===== config.mk =====
export PLATFORM = sky130hd
export DESIGN_NAME = peripheral_uart_transmitter_wb
export DESIGN_NICKNAME = d
export VERILOG_FILES = /design/src/rtl/peripheral_wb_pkg.sv /design/src/rtl/peripheral_uart_transmitter_wb.sv
export SDC_FILE = /design/constraint.sdc
export NUM_CORES = 1
export LEC_CHECK = 0
export BUFFER_PORTS_ARGS = -buffer_cell sky130_fd_sc_hd__buf_2
export CAP_MARGIN = 20
export CORE_ASPECT_RATIO = 0.7
export CORE_MARGIN = 8
export CORE_UTILIZATION = 47
export CTS_CLUSTER_DIAMETER = 120
export DETAILED_ROUTE_END_ITERATION = 8
export GPL_TIMING_DRIVEN = 0
export PLACE_DENSITY = 0.69
export SETUP_SLACK_MARGIN = 0.4
export SLEW_MARGIN = 20
export SYNTH_ARGS = -nofsm -noshare
export SYNTH_HDL_FRONTEND = slang
export SYNTH_SLANG_ARGS = --single-unit

===== constraint.sdc =====
create_clock -name clk -period 2.93 [get_ports clk]
set_clock_uncertainty 0.15 [all_clocks]
set_input_delay 0.4395 -clock clk [delete_from_list [all_inputs] [get_ports clk]]
set_output_delay 0.4395 -clock clk [all_outputs]
set_load 0.02 [all_outputs]

===== src/rtl/peripheral_wb_pkg.sv =====
// rtl/peripheral_wb_pkg.sv - shared types and constants for the Wishbone UART transmitter
package peripheral_wb_pkg;

    typedef enum logic [2:0] {
        TX_IDLE   = 3'd0,
        TX_START  = 3'd1,
        TX_DATA   = 3'd2,
        TX_PARITY = 3'd3,
        TX_STOP   = 3'd4
    } tx_state_e;

    localparam int LCR_WLEN_LSB = 0;
    localparam int LCR_WLEN_MSB = 1;
    localparam int LCR_STOP     = 2;
    localparam int LCR_PEN      = 3;
    localparam int LCR_EPS      = 4;
    localparam int LCR_STICK    = 5;
    localparam int LCR_BREAK    = 6;

    localparam logic [4:0] STOP_TICKS_1   = 5'd15;
    localparam logic [4:0] STOP_TICKS_1P5 = 5'd23;
    localparam logic [4:0] STOP_TICKS_2   = 5'd31;

endpackage


===== src/rtl/peripheral_uart_transmitter_wb.sv =====
// rtl/peripheral_uart_transmitter_wb.sv - 16550-style UART serialiser fed from the parent's TX FIFO
module peripheral_uart_transmitter_wb
    import peripheral_wb_pkg::*;
#(
    parameter int FIFO_WIDTH     = 8,
    parameter int FIFO_COUNTER_W = 5
) (
    input  logic                      clk,
    input  logic                      wb_rst_i,
    input  logic                      enable,
    input  logic [7:0]                lcr,
    input  logic                      tx_reset,
    input  logic [FIFO_WIDTH-1:0]     tf_data,
    input  logic [FIFO_COUNTER_W-1:0] tf_count,
    output logic                      tf_pop,
    output logic                      stx_pad_o,
    output logic [2:0]                tstate,
    output logic                      tx_busy
);

    tx_state_e  state_q, state_d;
    logic [4:0] tcnt_q, tcnt_d;
    logic [2:0] bits_left_q, bits_left_d;
    logic [7:0] shift_q, shift_d;
    logic [1:0] wlen_q, wlen_d;
    logic       par_en_q, par_en_d;
    logic       par_bit_q, par_bit_d;
    logic [4:0] stop_ticks_q, stop_ticks_d;
    logic       stx_q, stx_d;
    logic       pop_c;
    logic       line_c;

    logic [1:0] lcr_wlen;
    logic [7:0] head_masked;
    logic       head_parity;
    logic [4:0] head_stop;
    logic       unused_lcr7;

    assign unused_lcr7 = lcr[7];
    assign lcr_wlen    = lcr[LCR_WLEN_MSB:LCR_WLEN_LSB];
    assign head_masked = tf_data[7:0] & (8'hFF >> (2'd3 - lcr_wlen));

    // Frame configuration is captured from lcr at pop time so mid-frame writes cannot tear a frame.
    always_comb begin
        head_parity = 1'b0;
        if (lcr[LCR_STICK]) begin
            head_parity = ~lcr[LCR_EPS];
        end else if (lcr[LCR_EPS]) begin
            head_parity = ^head_masked;
        end else begin
            head_parity = ~^head_masked;
        end
        head_stop = STOP_TICKS_2;
        if (!lcr[LCR_STOP]) begin
            head_stop = STOP_TICKS_1;
        end else if (lcr_wlen == 2'd0) begin
            head_stop = STOP_TICKS_1P5;
        end
    end

    always_comb begin
        state_d      = state_q;
        tcnt_d       = tcnt_q;
        bits_left_d  = bits_left_q;
        shift_d      = shift_q;
        wlen_d       = wlen_q;
        par_en_d     = par_en_q;
        par_bit_d    = par_bit_q;
        stop_ticks_d = stop_ticks_q;
        pop_c        = 1'b0;
        if (tx_reset) begin
            state_d     = TX_IDLE;
            tcnt_d      = 5'd0;
            bits_left_d = 3'd0;
            shift_d     = 8'd0;
        end else if (enable) begin
            case (state_q)
                TX_IDLE: begin
                    if (tf_count != '0) begin
                        pop_c        = 1'b1;
                        shift_d      = head_masked;
                        wlen_d       = lcr_wlen;
                        par_en_d     = lcr[LCR_PEN];
                        par_bit_d    = head_parity;
                        stop_ticks_d = head_stop;
                        tcnt_d       = 5'd15;
                        state_d      = TX_START;
                    end
                end
                TX_START: begin
                    if (tcnt_q == 5'd0) begin
                        state_d     = TX_DATA;
                        tcnt_d      = 5'd15;
                        bits_left_d = {1'b0, wlen_q} + 3'd4;
                    end else begin
                        tcnt_d = tcnt_q - 5'd1;
                    end
                end
                TX_DATA: begin
                    if (tcnt_q == 5'd0) begin
                        shift_d     = {1'b0, shift_q[7:1]};
                        bits_left_d = bits_left_q - 3'd1;
                        tcnt_d      = 5'd15;
                        if (bits_left_q == 3'd0) begin
                            if (par_en_q) begin
                                state_d = TX_PARITY;
                            end else begin
                                state_d = TX_STOP;
                                tcnt_d  = stop_ticks_q;
                            end
                        end
                    end else begin
                        tcnt_d = tcnt_q - 5'd1;
                    end
                end
                TX_PARITY: begin
                    if (tcnt_q == 5'd0) begin
                        state_d = TX_STOP;
                        tcnt_d  = stop_ticks_q;
                    end else begin
                        tcnt_d = tcnt_q - 5'd1;
                    end
                end
                TX_STOP: begin
                    if (tcnt_q == 5'd0) begin
                        state_d = TX_IDLE;
                        tcnt_d  = 5'd0;
                    end else begin
                        tcnt_d = tcnt_q - 5'd1;
                    end
                end
                default: begin
                    state_d = TX_IDLE;
                    tcnt_d  = 5'd0;
                end
            endcase
        end
    end

    // Line level follows the next state every clk so break takes hold without waiting for a tick.
    always_comb begin
        line_c = 1'b1;
        case (state_d)
            TX_START:  line_c = 1'b0;
            TX_DATA:   line_c = shift_d[0];
            TX_PARITY: line_c = par_bit_d;
            default:   line_c = 1'b1;
        endcase
        stx_d = tx_reset | (line_c & ~lcr[LCR_BREAK]);
    end

    always_ff @(posedge clk or posedge wb_rst_i) begin
        if (wb_rst_i) begin
            state_q      <= TX_IDLE;
            tcnt_q       <= 5'd0;
            bits_left_q  <= 3'd0;
            shift_q      <= 8'd0;
            wlen_q       <= 2'd0;
            par_en_q     <= 1'b0;
            par_bit_q    <= 1'b0;
            stop_ticks_q <= 5'd0;
            stx_q        <= 1'b1;
        end else begin
            state_q      <= state_d;
            tcnt_q       <= tcnt_d;
            bits_left_q  <= bits_left_d;
            shift_q      <= shift_d;
            wlen_q       <= wlen_d;
            par_en_q     <= par_en_d;
            par_bit_q    <= par_bit_d;
            stop_ticks_q <= stop_ticks_d;
            stx_q        <= stx_d;
        end
    end

    assign tf_pop    = pop_c & ~wb_rst_i;
    assign stx_pad_o = stx_q;
    assign tstate    = state_q;
    assign tx_busy   = (state_q != TX_IDLE);

endmodule


### Word level (Yosys, flattened, before mapping)

Cells that the tools add are included.

* register bits after elaboration: 29
* input bits: 25
* output and inout port bits: 6
* word-level logic and storage cells: 91

* $add $sub $neg: 4
* equality and inequality tests: 10
* shift operators: 1
* mux-type cells: 43
* bitwise logic cells: 8
* reduce and logical (&&, ||, !) cells: 15

Operator list (number)
* $mux W5: 10
* $mux W3: 13
* $mux W8: 4
* $pmux W5 S5: 1
* $pmux W8 S2: 1
* $pmux W3 S5: 1
* $eq A3 B2 Y1 const B: 4
* $reduce_and A4 Y1: 3
* $mux W1: 10
* $ne A3 B3 Y1 const B: 3
* $reduce_bool A3 Y1: 3
* $and A8 B8 Y8: 1
* $reduce_xnor A8 Y1: 1
* $reduce_xor A8 Y1: 1
* $shr A8 B2 Y8 const A: 1
* $eq A3 B1 Y1 const B: 2
* $logic_not A3 Y1: 2
* $pmux W3 S2: 1
* $logic_not A5 Y1: 1
* $reduce_bool A5 Y1: 1
* $sub A5 B1 Y5 const B: 1
* $mux W4: 1
* $not A1 Y1: 4
* $add A2 B3 Y3 const B: 1
* 9 further kinds: 10

### Longest topological paths before layout

Gate-level depths: netlist of the first run.

* word-level depth: 13
* mapped depth: 10

### Least setup slack after synthesis of the first run

No wires, ideal clock.

* kind: register -> output
* start: register state_q[1], in the netlist tstate[1]
* end: output tf_pop
* arrival time: 1.831 ns
* required time: 2.341 ns
* setup slack: 0.510 ns
* stages on the path, launching flop included: 6
* path through: dfrtp_1 > or3_1 > o21ba_1 > buf_6 > nand2_2 > nor2_1

* cells in the longest elaborated chain, start to end: 5

Ends and longest elaborated chain
* start: declaration: line peripheral_uart_transmitter_wb.sv:21 `tx_state_e state_q, state_d;`
* start signal: assignment: line peripheral_uart_transmitter_wb.sv:164 `state_q <= state_d;`
* $logic_not A3 Y1: line peripheral_uart_transmitter_wb.sv:77 `case (state_q)`
* $mux W1: line peripheral_uart_transmitter_wb.sv:77
* $mux W1: line peripheral_uart_transmitter_wb.sv:76 `end else if (enable) begin`
* $mux W1: line peripheral_uart_transmitter_wb.sv:71 `if (tx_reset) begin`
* $and A1 B1 Y1: line peripheral_uart_transmitter_wb.sv:176 `assign tf_pop = pop_c & ~wb_rst_i;`
* end: declaration: line peripheral_uart_transmitter_wb.sv:15 `output logic tf_pop,`

Every way passes these cells.

### Worst setup path in the final report of the first run

Ends and elaborated chain as after synthesis.

==> results of run 1 <==
## layout make-up
type / count / area [um^2]
well taps: 50 / 62.56
clock buffers: 4 / 45.04
plain buffers: 8 / 46.29
repair buffers: 33 / 182.7
multi-input cells: 143 / 975.9
inverters: 11 / 41.29
fillers: 333 / 1480
flip-flops and latches: 27 / 679.4
## layout by cell type (no fill, tap or decap), types with 3 or more instances in the layout
cell | netlist | layout
sky130_fd_sc_hd__a21oi_1 | 6 | 6
sky130_fd_sc_hd__a22o_1 | 4 | 4
sky130_fd_sc_hd__a22oi_1 | 5 | 5
sky130_fd_sc_hd__a31oi_1 | 4 | 4
sky130_fd_sc_hd__and2_1 | 5 | 5
sky130_fd_sc_hd__buf_2 | 0 | 26
sky130_fd_sc_hd__buf_4 | 1 | 8
sky130_fd_sc_hd__clkbuf_1 | 4 | 5
sky130_fd_sc_hd__clkbuf_8 | 0 | 3
sky130_fd_sc_hd__dfrtp_1 | 26 | 24
sky130_fd_sc_hd__ha_1 | 4 | 4
sky130_fd_sc_hd__inv_1 | 11 | 10
sky130_fd_sc_hd__nand2_1 | 30 | 30
sky130_fd_sc_hd__nor2_1 | 12 | 12
sky130_fd_sc_hd__nor2b_1 | 3 | 3
sky130_fd_sc_hd__o21ai_0 | 8 | 8
sky130_fd_sc_hd__o21ai_1 | 12 | 12
## flip-flops by register name, summed over array words and instances, names as in the netlist, 2 cells and up
register	flops
tcnt_q	5
stop_ticks_q	3
shift_q	8
wlen_q	2
bits_left_q	3
tstate	3
## report_power, final
| group | internal [mW] | switching, mW | total [mW] |
|---|---|---|---|
| clock network | 0.0975 | 0.111 | 0.209 |
| registers | 0.412 | 0.0331 | 0.445 |
| logic | 0.145 | 0.179 | 0.324 |
| total | 0.655 | 0.323 | 0.978 |
## cells by family after synthesis
| logic type | share of synthesized area |
|---|---|
| AOI/OAI and AO/OA | 0.2625 |
| adders and majority gates | 0.02901 |
| buffers and inverters | 0.04931 |
| muxes | 0.01160 |
| and+or+nand+nor | 0.2139 |
| DFF | 0.3923 |
| xor gates and xnor gates | 0.04134 |
## critical path, stage by stage, from the launching register on
cell and delay [ns]:
sky130_fd_sc_hd__dfrtp_2 0.44, sky130_fd_sc_hd__or3_1 0.40, sky130_fd_sc_hd__o21ba_1 0.25, sky130_fd_sc_hd__buf_6 0.15
sky130_fd_sc_hd__nand2_4 0.11, sky130_fd_sc_hd__nor2_1 0.10, sky130_fd_sc_hd__buf_4 0.15
## metal layers
| metal | up-vias | wire [um] |
|---|---|---|
| met5 | - | 0 |
| met4 | 0 | 61 |
| met3 | 8 | 177 |
| met2 | 45 | 2062 |
| met1 | 746 | 1883 |
| li1 | 757 | - |
## repair_timing
action | 4_1_cts | 5_1_grt
cloned | 0 | 0
gates resized for setup | 2 | 5
pin swaps | 0 | 0
buffers inserted | 2 | 4
endpoints found under the setup margin | 2 | 2
## synth_stat cells, types with 2 or more instances
library cell	number
sky130_fd_sc_hd__or3_1	2
sky130_fd_sc_hd__and2b_2	2
sky130_fd_sc_hd__nand3_1	2
sky130_fd_sc_hd__xnor3_1	2
sky130_fd_sc_hd__a22o_1	4
sky130_fd_sc_hd__a21boi_1	2
sky130_fd_sc_hd__inv_1	11
sky130_fd_sc_hd__nor3b_1	2
sky130_fd_sc_hd__clkbuf_2	2
sky130_fd_sc_hd__o21ai_1	12
sky130_fd_sc_hd__clkbuf_1	4
sky130_fd_sc_hd__dfrtp_1	26
sky130_fd_sc_hd__o21a_1	2
sky130_fd_sc_hd__o21ai_0	8
sky130_fd_sc_hd__xnor2_1	2
sky130_fd_sc_hd__o211ai_1	2
sky130_fd_sc_hd__a22oi_1	5
sky130_fd_sc_hd__and2_1	5
sky130_fd_sc_hd__nand2b_1	2
sky130_fd_sc_hd__a31oi_1	4
sky130_fd_sc_hd__mux2i_1	2
sky130_fd_sc_hd__a221o_1	2
sky130_fd_sc_hd__a21oi_1	6
sky130_fd_sc_hd__ha_1	4
sky130_fd_sc_hd__nor2_1	12
sky130_fd_sc_hd__nand2_1	30
sky130_fd_sc_hd__nor2b_1	3
## how the worst max path moves through the flow
stage | from | to | cells after the start
after floorplan | tstate[1]$_DFF_PP0_ | tf_pop | 5
after global placement | tf_count[0] | stx_pad_o$_DFF_PP1_ | 8
after detailed placement | tcnt_q[0]$_DFFE_PP0P_ | stx_pad_o$_DFF_PP1_ | 9
after CTS | tstate[1]$_DFF_PP0_ | tf_pop | 6
after global routing | tstate[1]$_DFF_PP0_ | tf_pop | 6
final | tstate[1]$_DFF_PP0_ | tf_pop | 6
==> summary by stage, run 1 <==
Placement
The HPWL reported at the end of detailed placement is between 3000 and 4000 um. Routability-driven placement finished with a final weighted congestion of about 0.84. Once placement completed, the tool counted placed cells totaling 266. In this run the tool buffered the top-level ports with 27 buffer cells.

Summing all placed instances gives a cell area of 1923 um^2. At the placement stage, the worst setup path has a slack of 0.4146 ns.

Global routing
After global routing the overflow that remains totals 0. For this run, the total global-route usage over all layers was measured as 0.1523. The global routing stage identified its most utilized layer as met2. For met1 alone, demand over resource in global routing was 0.1943. Entering global routing, the biggest net connects 28 pins. The met2 routing resource usage after global routing is 0.2433. The first global-routing pass estimated 7058 um of wire. The initial antenna violation count is 0. In the global route stage, met3 resource usage came out at 0.03808. The number of global-route vias before repair is 1541.

Yosys
The unique cell type count in the Yosys netlist is 56. Dividing the synthesized area by the synthesized cell count gives 9.129 um^2. The number of cells produced by synthesis is 189. Among all flip-flop cells after synthesis, the most frequent one is sky130_fd_sc_hd__dfrtp_1.

Counting flops with a built-in enable in the synthesized netlist gives 0. The synthesized net count is 218. In this run the cell area of the synthesized design comes to between 1500 and 2000 um^2. By area the synthesized netlist is led by sky130_fd_sc_hd__dfrtp_1 (38%), sky130_fd_sc_hd__nand2_1 (6.5%), sky130_fd_sc_hd__o21ai_1 (3.5%). The share of the synthesized area in the top cell type is 0.3771.

The share of the yosys chip area belonging to registers is 0.3923. The flop and latch count out of synthesis is 27. During synthesis, Yosys emitted a total of 0 warnings.

Summed over all instances, the cell type with the most area after synthesis is sky130_fd_sc_hd__dfrtp_1. After synthesis, the share of flip-flops with an asynchronous set or reset is 1.000.

STA
The final-report max-slew violation count was 0. The worst path needs 2.457 ns of the cycle, external delays included. The transition time at the pin with the least slew margin is 0.9430 ns. The tightest hold path in the finished design has a slack of 0.1071 ns. The highest achievable clock rate is 0.4071 GHz. The final-layout setup total negative slack is 0 ns. The number of endpoints with negative hold slack in the final report is 0. Setup slack on the critical path of the routed design comes to roughly 0.47 ns. Setup repair after global routing left no endpoint under its margin. The number of endpoints failing setup at the final stage is 0. The relative max-transition margin is 0.3675.

Dividing the final minimum period by the clock period gives 0.8384.

Critical path
In this run the worst path has a maximum fanout of 10. The worst setup path is captured at an output pin. The critical path is of the reg -> out type. The endpoint identified for the worst register-to-register timing path is stx_pad_o$_DFF_PP1_. The startpoint type of the worst setup path is a register. The depth of the most critical reg-to-reg path is 7. The required time of the critical path is 2.34 ns.

Setup slack on the worst reg-to-reg path comes out at 0.59 ns. The data arrival time at the worst-slack endpoint is 1.87 ns. The startpoint of the most critical register-to-register path is tcnt_q[0]$_DFFE_PP0P_.

Status
The flow ran to the end, and the final reports show no timing, DRC or antenna violations.

Cells and area
The utilization after layout is 0.5787. The repair_antennas step left the layout with diodes totalling 0. The finished layout holds about 280 standard cells, fillers aside.

The cell area after layout is 2033 um^2. In the final layout, the share of cells above drive strength 1 is 0.2434. Compared with the post-synthesis result, the final layout area differs by 17.84%. The net count of the finished layout is ~260.

Clock tree
The number of clock buffers added by TritonCTS is 3. The clock tree from TritonCTS is built. The H-tree depth is 1. The clock-pin slew on the worst setup and hold paths is 0.09 ns.

The number of clock sinks is 27. The later pin in the worst-skew pair is clocked with a latency of 0.27 ns. The clock tree buffer depth is 2. The cell sitting at the root of the clock tree is a sky130_fd_sc_hd__clkbuf_8. In this run, post-CTS hold repair placed 0 buffers.

Drt
The number of detailed-route iterations in the first pass is 4. The count of unresolved DRC violations after routing is 0. The final routed wire length divided by cell count is about 15 um.

The detailed router finished its first iteration with 110 violations. The final routed wirelength across all metal layers is 4185 um. The count of vias placed by the detailed router is 1556. The count of nets left with antenna violations once routing finished came out at 0.

After detailed routing, the number of vias per cell comes to about 5.6.

Floorplanning
The die boundary height is about 67 um. Row generation in the floorplan step produced 18 rows. The die covers 5897 um^2. The I/O pin count is 31.

The floorplan step defined a core boundary enclosing 3513 um^2. The die boundary width is about 90 um. For this configuration, the core starts out at a cell density of 0.4911.

Power
In this run the static leakage power is 0.9365 nW. The worst vdd rail ir drop is 0.0002129 V. Dividing total power by cell area gives a power density of 481.0 nW/um^2. The power after layout is ~1 mW.

Hold path
The path category of the worst min-delay check is in -> async.

Flow run
Across the run, the number of max-cap violations was 0.
Note: power is estimated with default switching activity, not from simulation.
==> inputs of run 2 (changes only) <==
--- a/config.mk
+++ b/config.mk
@@ -13,7 +13,7 @@
 export CTS_CLUSTER_DIAMETER = 120
 export DETAILED_ROUTE_END_ITERATION = 8
 export GPL_TIMING_DRIVEN = 0
-export PLACE_DENSITY = 0.69
+export PLACE_DENSITY = 0.72
 export SETUP_SLACK_MARGIN = 0.4
 export SLEW_MARGIN = 20
 export SYNTH_ARGS = -nofsm -noshare
==> constraint.sdc (replaced) <==
create_clock -name clk -period 2 [get_ports clk]
set_clock_uncertainty 0.15 [all_clocks]
set_input_delay 0.3 -clock clk [delete_from_list [all_inputs] [get_ports clk]]
set_output_delay 0.3 -clock clk [all_outputs]
set_load 0.02 [all_outputs]
==> run 2 against run 1 <==
Effect of this change:
- the run now ends with negative setup slack left
- final cell count is 7.6% higher
- power is 74% higher
- first-iteration DRC count is 45% higher
- sequential cell count stayed put
- sequential share of layout area is 6.4 points lower
- register-to-register slack worse by 0.79 ns
- via count is 8.4% higher
- die area stayed put
- worst hold slack worse by 0.042 ns
- critical endpoint is now stx_pad_o$_DFF_PP1_
- largest cell class unchanged
==> summary by stage, run 2 (synthesis results as in run 1) <==
Drt
The via density per instance is 5.677 (+0.69%). The count of unresolved DRC violations after routing came to 0 (unchanged). The final routed wire length divided by cell count is 17.08 um (+13%). The count of vias placed by the detailed router is 1686 (+8.4%). The final routed wirelength across all metal layers came to 5072 um (+21%). The detailed-routed wire length on met3 came to 319 um (+80%).

The routed length on met1 was 2421 um (+29%). The number of detailed-route iterations in the first pass is 4 (unchanged). The post-route antenna net violation count is 0 (unchanged).

In this run the top signal layer used is met4. The amount of wire on met2 after detailed routing is 2304 um (+12%). The number of DRC violations after detailed-routing iteration 0 is 159 (+45%).

STA
The final-report max-slew violation count is 0 (unchanged). Setup repair after global routing could not meet its margin everywhere. The relative max-transition margin came to 0.6142 (+0.2467). Based on the critical path, the design can be clocked at up to between 0.4 and 0.5 GHz. The transition time at the pin with the least slew margin came to 0.5779 ns (-0.3651 ns). The final critical-path setup slack was -0.1950 ns (-0.6684 ns). The ratio of final minimum period to clock period is 1.098. The final critical delay including setup and external delays is 2.195 ns. The number of endpoints with negative hold slack in the final report is 0 (unchanged). The number of endpoints failing setup at the final stage is 7 (+7). The final hold slack is 0.06483 ns (-0.04231 ns).

Clock tree
The clock tree buffer depth was 2 (unchanged). The buffer type at the clock tree root is sky130_fd_sc_hd__clkbuf_8. The TritonCTS buffer count was 3 (unchanged). The clock-pin slew on the worst setup and hold paths came to 0.09 ns (about the same). The number of clock sinks is 27 (unchanged). The source-to-sink clock delay at the later pin of the worst-skew pair came to 0.27 ns (about the same).

The clock tree from TritonCTS is built. The H-tree depth is 1 (unchanged).

Cells and area
Leaving out fill and tap cells, the most frequent cells in the layout are sky130_fd_sc_hd__buf_2 (24), sky130_fd_sc_hd__dfrtp_1 (23), sky130_fd_sc_hd__buf_4 (22), sky130_fd_sc_hd__nand2_1 (17), sky130_fd_sc_hd__nand2_2 (12). The number of filler cells placed in the layout is 258 (-23%). The share of layout cells above drive strength 1 came to 0.5182 (+0.2749). The area occupied by registers was 680.7 um^2 (+0.18%). The multi-input combinational cell area is 1197 um^2 (+23%). The number of flip-flops under the largest register name is 8 (unchanged). The cell area after layout came to 2517 um^2 (+24%).

Leaving out fill and tap cells, the most frequent cell in the layout is sky130_fd_sc_hd__buf_2. The area growth from synthesis to layout is 45.90%. The number of diodes came to 0 (unchanged). The layout net count is 277 (+8.2%). Ranked by flip-flop count, first place goes to shift_q. The largest registers in the layout are shift_q x8, tcnt_q x5.

Floorplanning
The core area came to 3513 um^2 (unchanged). The number of standard-cell rows in the floorplan is 18 (unchanged). The die boundary height is 66.70 um (unchanged). The I/O pin count was 31 (unchanged). The die boundary width is 88.42 um (unchanged). The initial standard-cell utilization of the core is 0.4911 (unchanged). The die area came to 5897 um^2 (unchanged).

Placement
The routability congestion estimate is 0.8327 (-1.2%). The total cell area at the placement stage was 1999 um^2 (+4.0%). The HPWL reported at the end of detailed placement came to 3203 um (-2.7%). The count of input and output buffers was 27 (unchanged).

Critical path
Broken down by cell family, the worst path's largest delay share belongs to compound AO/OA/AOI/OAI gates. The required time of the critical path was 2.05 ns (-0.29 ns). The data arrival time at the worst-slack endpoint was 2.25 ns (+0.38 ns). The worst stage delay on the critical path is 0.44 ns (about the same). STA classifies the critical path endpoint as a register.

The largest individual stage delay along the critical path comes from the cell sky130_fd_sc_hd__or4b_1. The number of buffer and inverter instances along the worst setup path is 2 (unchanged). STA classifies the critical path startpoint as a register. The highest net fanout along the worst path was 3 (-7). The setup path with the least slack is of type reg -> reg. The signal on the critical path passes through inv_2 -> ha_4 -> or4b_1 -> clkbuf_8 -> a21boi_2 -> o32a_1 -> o21ai_0 -> a311o_1.

Global routing
The global-route wire length before repair is 7893 um (+12%). The number of global-route vias before repair is 1609 (+4.4%). The global-route total usage across every layer is 0.1725 (+0.02019).

The pin count of the biggest net entering global routing is 28 (unchanged). The initial antenna violation count came to 0 (unchanged). The total congestion overflow after global routing is 0 (unchanged).

Power
The power per standard cell area is 675.7 nW/um^2 (+40%). The power after layout is 1.701 mW (+74%). The worst vdd rail ir drop is 0.0005519 V (+160%).

The leakage power total is 1.121 nW (+20%).

Hold path
The worst hold path belongs to the class in -> reg.

Status
The flow ran to the end, but the final reports show violations. The final reports fail on negative setup slack.

Flow run
The reported max-cap violation count is 0 (unchanged).
[run 2: changes by cell type in the layout (fill, tap and decap cells not counted), sizes merged]
cell | previous run | this run
clkbuf | 10 | 8
dlygate4sd3 | 0 | 1
clkinv | 1 | 0
buf | 35 | 57
clkinvlp | 0 | 1
[run 2: worst paths after layout]
path / startpoint / end / slack, ns / cells past startpoint
max: tcnt_q[1]$_DFFE_PP0P_ / stx_pad_o$_DFF_PP1_ / -0.20 / 8
max in group asynchronous: wb_rst_i / tstate[0]$_DFF_PP0_ / 0.77 / 3
min in group asynchronous: wb_rst_i / wlen_q[1]$_DFFE_PP0P_ / 0.52 / 3
min: lcr[3] / par_en_q$_DFFE_PP0P_ / 0.06 / 3
max reg2reg: tcnt_q[1]$_DFFE_PP0P_ / stx_pad_o$_DFF_PP1_ / -0.20 / 8
min reg2reg: stop_ticks_q[2]$_DFFE_PP0P_ / stop_ticks_q[2]$_DFFE_PP0P_ / 0.32 / 2
[run 2: timing repair]
| item | CTS | global route |
|---|---|---|
| hold endpoints to repair | 0 | 13 |
| buffers inserted | 19 | 6 |
| gates resized for setup | 32 | 39 |
| hold buffers | 0 | 1 |
| cloned | 0 | 1 |
| pin swaps | 26 | 24 |
| endpoints found under the setup margin | 29 | 30 |
[run 2: stage by stage]
step           std cells  TNS, ns    util  worst slack, ns
6_report             297  -0.8035  0.7165          -0.1950
5_1_grt              297   -1.860  0.7165          -0.2590
4_1_cts              289  -0.7420  0.6606          -0.1714
3_5_place_dp         266   -3.512  0.5691          -0.3566
3_3_place_gp         266   -3.139  0.5691          -0.3260
2_1_floorplan        189  -0.5835       -          -0.1240
[run 2: worst register-to-register path, cell delays in order, from the launching register on]
cell and delay (ns):
sky130_fd_sc_hd__dfrtp_1 0.40, sky130_fd_sc_hd__inv_2 0.08, sky130_fd_sc_hd__ha_4 0.14, sky130_fd_sc_hd__or4b_1 0.44
sky130_fd_sc_hd__clkbuf_8 0.17, sky130_fd_sc_hd__a21boi_2 0.14, sky130_fd_sc_hd__o32a_1 0.19, sky130_fd_sc_hd__o21ai_0 0.08
sky130_fd_sc_hd__a311o_1 0.34
[run 2: report_power, final]
group | total (mW) | switching, mW | internal [mW]
clock network | 0.312 | 0.170 | 0.143
logic | 0.728 | 0.360 | 0.368
registers | 0.661 | 0.0574 | 0.603
[run 2: per-layer routing]
metal / vias up / global-route usage
met5: - / 0
met4: 0 / 0.04193
met1: 826 / 0.2538
li1: 801 / -
met2: 54 / 0.2451
met3: 5 / 0.03931
[run 2: final cells by class]
type	instances	area share
plain buffers	8	0.03628
repair buffers	54	0.1571
clock buffers	4	0.01789
flip-flops and latches	27	0.2704
multi-input cells	143	0.4756
well taps	50	0.02485
inverters	11	0.01789
